`src/rtl/cache_pkg.sv`:
```
// Shared definitions for the cache and its refill controller: block geometry
// defaults, refill FSM states and address-split helpers.
package cache_pkg;

  localparam int unsigned CACHE_RAM_ADDRESS_BITS = 10;
  localparam int unsigned CACHE_DATA_WIDTH       = 32;
  localparam int unsigned CACHE_BLOCK_BITS       = 2;

  typedef enum logic [1:0] {
    IDLE  = 2'd0,
    WRITE = 2'd1,
    FILL  = 2'd2,
    DONE  = 2'd3
  } refill_state_t;

  typedef logic [CACHE_RAM_ADDRESS_BITS-1:0] cache_addr_t;

  function automatic cache_addr_t block_base(input cache_addr_t addr);
    return {addr[CACHE_RAM_ADDRESS_BITS-1:CACHE_BLOCK_BITS], {CACHE_BLOCK_BITS{1'b0}}};
  endfunction

  function automatic logic [CACHE_BLOCK_BITS-1:0] block_offset(input cache_addr_t addr);
    return addr[CACHE_BLOCK_BITS-1:0];
  endfunction

endpackage

```
`src/rtl/cache_refill_ctrl.sv`:
```
// Miss handler between cache and RAM: optional write-through beat, then a
// critical-word-first wrapping block refill, ending with a one-cycle done pulse.
//
// state | meaning
// IDLE  | waiting for miss / write-through request
// WRITE | single RAM write beat for write-through
// FILL  | read beats, critical word first, offset wraps inside the block
// DONE  | fill_done pulse; cache drops its request here
module cache_refill_ctrl
  import cache_pkg::*;
#(
  parameter int RAM_ADDRESS_BITS = CACHE_RAM_ADDRESS_BITS,
  parameter int DATA_WIDTH       = CACHE_DATA_WIDTH,
  parameter int BLOCK_BITS       = CACHE_BLOCK_BITS
) (
  input  logic                        clk,
  input  logic                        rst_n,
  input  logic                        miss,
  input  logic [RAM_ADDRESS_BITS-1:0] prop_address,
  input  logic [DATA_WIDTH-1:0]       prop_write_data,
  input  logic                        prop_write_en,
  output logic                        ram_req,
  output logic [RAM_ADDRESS_BITS-1:0] ram_addr,
  output logic [DATA_WIDTH-1:0]       ram_wdata,
  output logic                        ram_we,
  input  logic                        ram_ack,
  input  logic [DATA_WIDTH-1:0]       ram_rdata,
  output logic                        fill_valid,
  output logic [BLOCK_BITS-1:0]       fill_offset,
  output logic [DATA_WIDTH-1:0]       fill_data,
  output logic                        fill_done,
  output logic                        busy
);

  refill_state_t               state_q, state_d;
  logic [RAM_ADDRESS_BITS-1:0] addr_q, addr_d;
  logic                        miss_q, miss_d;
  logic [BLOCK_BITS-1:0]       off_q, off_d;
  logic [BLOCK_BITS-1:0]       cnt_q, cnt_d;
  logic                        ram_req_q, ram_req_d;
  logic [RAM_ADDRESS_BITS-1:0] ram_addr_q, ram_addr_d;
  logic [DATA_WIDTH-1:0]       ram_wdata_q, ram_wdata_d;
  logic                        ram_we_q, ram_we_d;
  logic                        fill_valid_q, fill_valid_d;
  logic [BLOCK_BITS-1:0]       fill_offset_q, fill_offset_d;
  logic [DATA_WIDTH-1:0]       fill_data_q, fill_data_d;
  logic                        fill_done_q, fill_done_d;
  logic                        busy_q, busy_d;

  always_ff @(posedge clk or negedge rst_n) begin
    if (!rst_n) begin
      state_q       <= IDLE;
      addr_q        <= '0;
      miss_q        <= 1'b0;
      off_q         <= '0;
      cnt_q         <= '0;
      ram_req_q     <= 1'b0;
      ram_addr_q    <= '0;
      ram_wdata_q   <= '0;
      ram_we_q      <= 1'b0;
      fill_valid_q  <= 1'b0;
      fill_offset_q <= '0;
      fill_data_q   <= '0;
      fill_done_q   <= 1'b0;
      busy_q        <= 1'b0;
    end else begin
      state_q       <= state_d;
      addr_q        <= addr_d;
      miss_q        <= miss_d;
      off_q         <= off_d;
      cnt_q         <= cnt_d;
      ram_req_q     <= ram_req_d;
      ram_addr_q    <= ram_addr_d;
      ram_wdata_q   <= ram_wdata_d;
      ram_we_q      <= ram_we_d;
      fill_valid_q  <= fill_valid_d;
      fill_offset_q <= fill_offset_d;
      fill_data_q   <= fill_data_d;
      fill_done_q   <= fill_done_d;
      busy_q        <= busy_d;
    end
  end

  always_comb begin
    state_d       = state_q;
    addr_d        = addr_q;
    miss_d        = miss_q;
    off_d         = off_q;
    cnt_d         = cnt_q;
    ram_req_d     = ram_req_q;
    ram_addr_d    = ram_addr_q;
    ram_wdata_d   = ram_wdata_q;
    ram_we_d      = ram_we_q;
    fill_valid_d  = 1'b0;
    fill_offset_d = fill_offset_q;
    fill_data_d   = fill_data_q;

    unique case (state_q)
      IDLE: begin
        if (miss || prop_write_en) begin
          addr_d      = prop_address;
          miss_d      = miss;
          off_d       = prop_address[BLOCK_BITS-1:0];
          cnt_d       = '1;
          ram_req_d   = 1'b1;
          ram_addr_d  = prop_address;
          ram_wdata_d = prop_write_data;
          ram_we_d    = prop_write_en;
          state_d     = prop_write_en ? WRITE : FILL;
        end
      end
      WRITE: begin
        if (ram_ack) begin
          ram_we_d = 1'b0;
          if (miss_q) begin
            ram_addr_d = addr_q;
            state_d    = FILL;
          end else begin
            ram_req_d = 1'b0;
            state_d   = DONE;
          end
        end
      end
      FILL: begin
        if (ram_ack) begin
          fill_valid_d  = 1'b1;
          fill_data_d   = ram_rdata;
          fill_offset_d = off_q;
          off_d         = off_q + 1'b1;
          cnt_d         = cnt_q - 1'b1;
          if (cnt_q == '0) begin
            ram_req_d = 1'b0;
            state_d   = DONE;
          end else begin
            // Only the offset wraps; the block base is never carried into.
            ram_addr_d = {addr_q[RAM_ADDRESS_BITS-1:BLOCK_BITS], off_q + 1'b1};
          end
        end
      end
      DONE: begin
        state_d = IDLE;
      end
      default: state_d = IDLE;
    endcase

    busy_d      = (state_d != IDLE);
    fill_done_d = (state_d == DONE);
  end

  assign ram_req     = ram_req_q;
  assign ram_addr    = ram_addr_q;
  assign ram_wdata   = ram_wdata_q;
  assign ram_we      = ram_we_q;
  assign fill_valid  = fill_valid_q;
  assign fill_offset = fill_offset_q;
  assign fill_data   = fill_data_q;
  assign fill_done   = fill_done_q;
  assign busy        = busy_q;

endmodule

```
`config.mk`:
```
export PLATFORM = sky130hd
export DESIGN_NAME = cache_refill_ctrl
export DESIGN_NICKNAME = d
export VERILOG_FILES = /design/src/rtl/cache_pkg.sv /design/src/rtl/cache_refill_ctrl.sv
export SDC_FILE = /design/constraint.sdc
export NUM_CORES = 1
export LEC_CHECK = 0
export ABC_AREA = 1
export BUFFER_PORTS_ARGS = -buffer_cell sky130_fd_sc_hd__buf_2
export CAP_MARGIN = 20
export CORE_MARGIN = 4
export CORE_UTILIZATION = 50
export CTS_BUF_LIST = sky130_fd_sc_hd__clkbuf_8
export DETAILED_ROUTE_END_ITERATION = 7
export PLACE_DENSITY = 0.88
export SYNTH_ARGS = -nofsm -noshare
export SYNTH_HDL_FRONTEND = slang
export SYNTH_SLANG_ARGS = --single-unit
```
`constraint.sdc`:
```
create_clock -name clk -period 1.78 [get_ports clk]
set_input_delay 0.089 -clock clk [delete_from_list [all_inputs] [get_ports clk]]
set_output_delay 0.089 -clock clk [all_outputs]
set_load 0.01 [all_outputs]
```
# --- Word-level counts from Yosys, hierarchy flattened ---
# Cells that the tools add are included.
totals:
  romBits: 0
  inputBits: 79
  output_inout_bits: 81
  elab_cells: 70
  mem_count: 0
  reg_bits: 98
  mem_bits_rw: 0
  latch_bits: 0
classes:
  order_cmp: 0
  shift: 0
  n_div: 0
  reduce_logical: 13
  bitwise_logic: 0
  n_eq_ne: 11
  addsub: 2
  multipliers: 0
  muxes: 30
op_table:
  columns: ["op", "count"]
  rows:
  - ["two-way mux 10 bit", 5]
  - ["case mux 10 bit (3 select lines)", 1]
  - ["two-way mux 2 bit", 9]
  - ["inequality test 2 bit (second input constant)", 7]
  - ["AND reduction 6 bit", 2]
  - ["two-way mux 1 bit", 10]
  - ["case mux 2 bit (2 select lines)", 2]
  - ["case mux 2 bit (4 select lines)", 1]
  - ["== test 2 bit (second input constant)", 3]
  - ["AND reduction 3 bit", 2]
  - ["nonzero test 2 bit", 3]
  - ["zero test 2 bit", 2]
  - ["AND reduction 2 bit", 2]
  - ["case mux 1 bit (3 select lines)", 1]
  - ["nonzero test 3 bit", 1]
  - ["adder 2 x 1 -> 2 bit (second input constant)", 1]
  - ["== test 2 x 1 -> 1 bit (second input constant)", 1]
  - ["case mux 1 bit (2 select lines)", 1]
  - ["subtractor 2 x 1 -> 2 bit (second input constant)", 1]
  - ["logical OR 1 bit", 1]

# --- Longest topological paths before layout ---
depth:
  ltp_word: 5
  depth_mapped: 10
  mapped_depth_nobuf: 8

# --- Worst setup path before layout ---
# OpenSTA, ideal clock, no wires.
synth_timing:
  kind: "register to register"
  from: "register state_q[0]"
  to: "register ram_addr_q[0], in the netlist ram_addr[0]"
  path_buffers: 2
  path_slack_ns: 0.211
  stages_incl_launch_ff: 8
  required_time_ns: 1.657
  t_arrival_ns: 1.445
  cell_sequence: "dfrtp_1 -> inv_1 -> ha_1 -> buf_2 -> clkbuf_1 -> nand3_1 -> o21ai_0 -> o21ai_2"
synth_via:
  elab_chain_len: 3
  word_cells_on_any_way: 11
  classes_between: "7 x eq/ne; 1 x mux; 3 x reduce/logical"
synth_lines:
  columns: ["item", "line", "text"]
  rows:
  - ["from (decl)", "cache_refill_ctrl.sv:35", "refill_state_t state_q, state_d;"]
  - ["from (signal assigned)", "cache_refill_ctrl.sv:67", "state_q <= state_d;"]
  - ["== test 2 bit, or another cell as far along", "cache_refill_ctrl.sv:98", "unique case (state_q)"]
  - ["inequality test 2 bit (no line) or nonzero test 3 bit (tied branches)", null, null]
  - ["AND reduction 6 bit (no line)", null, null]
  - ["to (signal assigned)", "cache_refill_ctrl.sv:73", "ram_addr_q <= ram_addr_d;"]
  - ["to (decl)", "cache_refill_ctrl.sv:41", "logic [RAM_ADDRESS_BITS-1:0] ram_addr_q, ram_addr_d;"]
# Parallel ways exist; a longest one is shown, timed or not.
# A chain may end at the register's enable or synchronous reset.

# --- Worst setup path after layout ---
layout_timing:
  from: "register state_q[1]"
  to: "register ram_addr_q[0], in the netlist ram_addr[0]"
# Same word-level chain as after synthesis.

==> metrics.md <==
| Metric | Value |
|---|---|
| Layout cell share with drive strength beyond 1 | `29.2%` |
| Initial antenna violation count | `0` |
| Detailed Place HPWL | `about 7300 um` |
| CP max stage cell | `dfrtp_1` |
| R2R Setup Slk | `0.12 ns` |
| Synth Instances | `469` |
| Register area | `2450 um2` |
| Post-route insts no fill | `804` |
| CP Class | `reg2reg` |
| Critical path arrival | `between 1.5 and 2 ns` |
| Commonest non-fill, non-tap cell in the layout | `nand2_1` |
| Total clock buffers created by CTS | `9` |
| Final net count | `782` |
| CP Max Fanout | `20` |
| Sink Count | `98` |
| DRT Wirelength | `~13,000 um` |
| Die area | `9780 um2` |
| Multi-input logic area | `1360 um2` |
| Detail Route Antenna Nets | `0` |
| CTS tree | `built` |
| Clock root cell | `clkbuf_8` |
| Max cap viols | `0` |
| Final Skew | `0.0169 ns` |
| GRT Util Overall | `between 20% and 30%` |
| Reg2Reg Depth | `9` |
| Hold Crit Endpoint | `addr_q[4]` |
| DRT iter0 DRCs | `224` |
| Core Footprint | `7890 um2` |
| Die width | `98.9 um` |
| Final min period | `1.66 ns` |
| Crit path cell chain | `inv_1, ha_2, inv_1, o21ai_1, nor2_1, nand2_1, buf_12, nand2_1, o21ai_2` |
| Synth cell types | `24` |
| DR vias/cell | `5.03` |
| Num ports | `160` |
| Tot Pwr | `9870 uW` |
| Mapped Nets | `554` |
| RSZ-0062 raised after global routing | `false` |
| Fillers | `466` |
| H-tree levels | `3` |
| FMAX | `about 600 MHz` |
| FF-to-FF End | `ram_addr[0]` |
| Leakage dissipation | `0.00334 uW` |
| Die Ht | `just under 100 um` |
| CP Capture Type | `register` |
| Worst skew pair latency | `0.36 ns` |
| Crit start category | `register` |
| Clock Path Buffers | `2` |
| 1st-pass router iterations | `5` |
| Critical Path RT | `2.06 ns` |
| WL per Instance | `16.0 um` |
| Final setup fails | `0` |
| Final hold vios | `0` |
| Vias in the first global route | `roughly 4,300` |
| Clk slew on worst S/H paths | `around 0.1 ns` |
| Placed Cells | `718` |
| Final setup TNS | `0 ns` |
| First-pass GRT wire length | `between 20,000 and 25,000 um` |
| Max-slew violation count | `0` |
| Period utilisation layout | `around 93%` |
| Register area share after synthesis | `59.4%` |
| I/O Buffers | `approximately 160` |
| Post-Syn Area | `4130 um2` |
| Min-delay src | `prop_address[4]` |
| Max_slew headroom | `68.4%` |
| Worst r2r src | `state_q[1]` |
| Peak supply drop | `0.000922 V` |
| Slew at the pin with the worst max-slew slack | `0.473 ns` |
| Initial Util | `52.4%` |
| Synthesis Warnings | `0` |
| Number of cells on the worst hold path | `3` |
| Routability Congestion | `0.983` |
| Rows | `32` |
| Status | `completed` |
| Most frequent cells in the layout | `177 x nand2_1, 158 x buf_2, 98 x dfrtp_1` |
| Grt total ovfl | `0` |
| DR vias | `4,048` |
| Largest net degree at the start of global routing | `87` |
| Post-Syn Area per Cell | `8.81 um2` |
| PD cells | `1650 nW/um2` |
| Syn-to-layout area delta | `44.6%` |
| Yosys reg bits | `between 90 and 100` |
| Largest stage delay, worst path | `~0.43 ns` |
| Drc violations | `0` |
| HP Class | `in2reg` |
| Antenna Cells | `0` |
-- per-layer routing --
layer / vias to the layer above / wire length, um / global-route usage [%]
met5: - / 0 / 0
met1: 1898 / 5150 / 33.5
met4: 0 / 198 / 8.19
met3: 21 / 1290 / 7.71
met2: 223 / 6250 / 46.5
li1: 1906 / - / -
-- worst max path at each step --
stage | startpoint | to | slack [ns] | cells after the start
2_1_floorplan | state_q[0] | ram_addr[0] | 0.21 | 7
6_report | state_q[1] | ram_addr[0] | 0.12 | 9
3_5_place_dp | state_q[0] | ram_addr[8] | 0.04 | 9
3_3_place_gp | state_q[0] | ram_addr[5] | 0.14 | 9
5_1_grt | state_q[0] | ram_addr[8] | 0.008 | 9
4_1_cts | state_q[0] | ram_addr[0] | 0.02 | 9
-- state kept, by name, summed over array words and instances (netlist names) --
register,cells
ram_we,1
fill_data,32
busy,1
off_q,2
cnt_q,2
ram_wdata,32
state_q,2
miss_q,1
ram_req,1
fill_offset,2
fill_valid,1
ram_addr,10
fill_done,1
addr_q,10
-- through the flow --
step / setup WS [ns] / cell area [um2] / util, % / hold slack, ns
after floorplan: 0.211 / 4130 / - / -0.207
after global placement: 0.138 / 5070 / 64.3 / 0.0677
after detailed placement: 0.0357 / 5070 / 64.3 / 0.0757
after CTS: 0.0212 / 5940 / 75.3 / 0.00130
after global routing: 0.00814 / 5970 / 75.7 / 0.0202
final: 0.125 / 5970 / 75.7 / 0.0106
-- area by class of cell --
class | count | share of cell area, %
multi-input cells | 292 | 22.8
inverters | 59 | 3.75
well taps | 102 | 2.14
repair buffers | 237 | 27.2
flip-flops and latches | 98 | 41.1
clock buffers | 9 | 2.07
clock inverters | 7 | 0.964
-- what timing repair did --
action                                 4_1_cts  5_1_grt
hold buffers                                69        1
resized for setup                            0        4
setup buffers                                0        0
setup endpoints to repair                    0       17
endpoints found under the hold margin      102        1
-- power breakdown --
part / internal (uW) / switching [uW]
Sequential: 3270 / 616
Clock: 534 / 803
Combinational: 1820 / 2830
-- cells in the mapped netlist --
cell type  number  area, um2
nor2_1         13       48.8
o21ai_1         4       20.0
a21oi_1         4       20.0
buf_2           8       40.0
a31oi_1         8       50.1
nand2_2         3       18.8
dfrtp_1        98       2450
a21o_1          1       7.51
nor2_2          2       12.5
o21ai_0        52        260
o21bai_1        1       7.51
o21ai_2        11       96.3
buf_4           2       15.0
ha_1            6       75.1
inv_4           1       6.26
nand2_1       177        664
nand4_1         1       6.26
o211ai_1        1       7.51
nand3_1         7       35.0
clkbuf_1        7       26.3
inv_2           1       3.75
inv_1          57        214
a21oi_2         1       8.76
buf_6           3       33.8
-- worst max-delay path: cells and delay by family (launching register included) --
family | cells | cell delay [ns]
AOI/OAI and AO/OA | 2 | 0.21
adders and majority gates | 1 | 0.28
buffers and inverters | 3 | 0.44
DFF | 1 | 0.43
and+or+nand+nor | 3 | 0.24
-- kinds of logic after synthesis --
family	share of synthesized area, %
adders and majority gates	1.82
DFF	59.4
and+or+nand+nor	19.0
AOI/OAI and AO/OA	11.6
buffers and inverters	8.21
(Power assumes the default switching activity.)
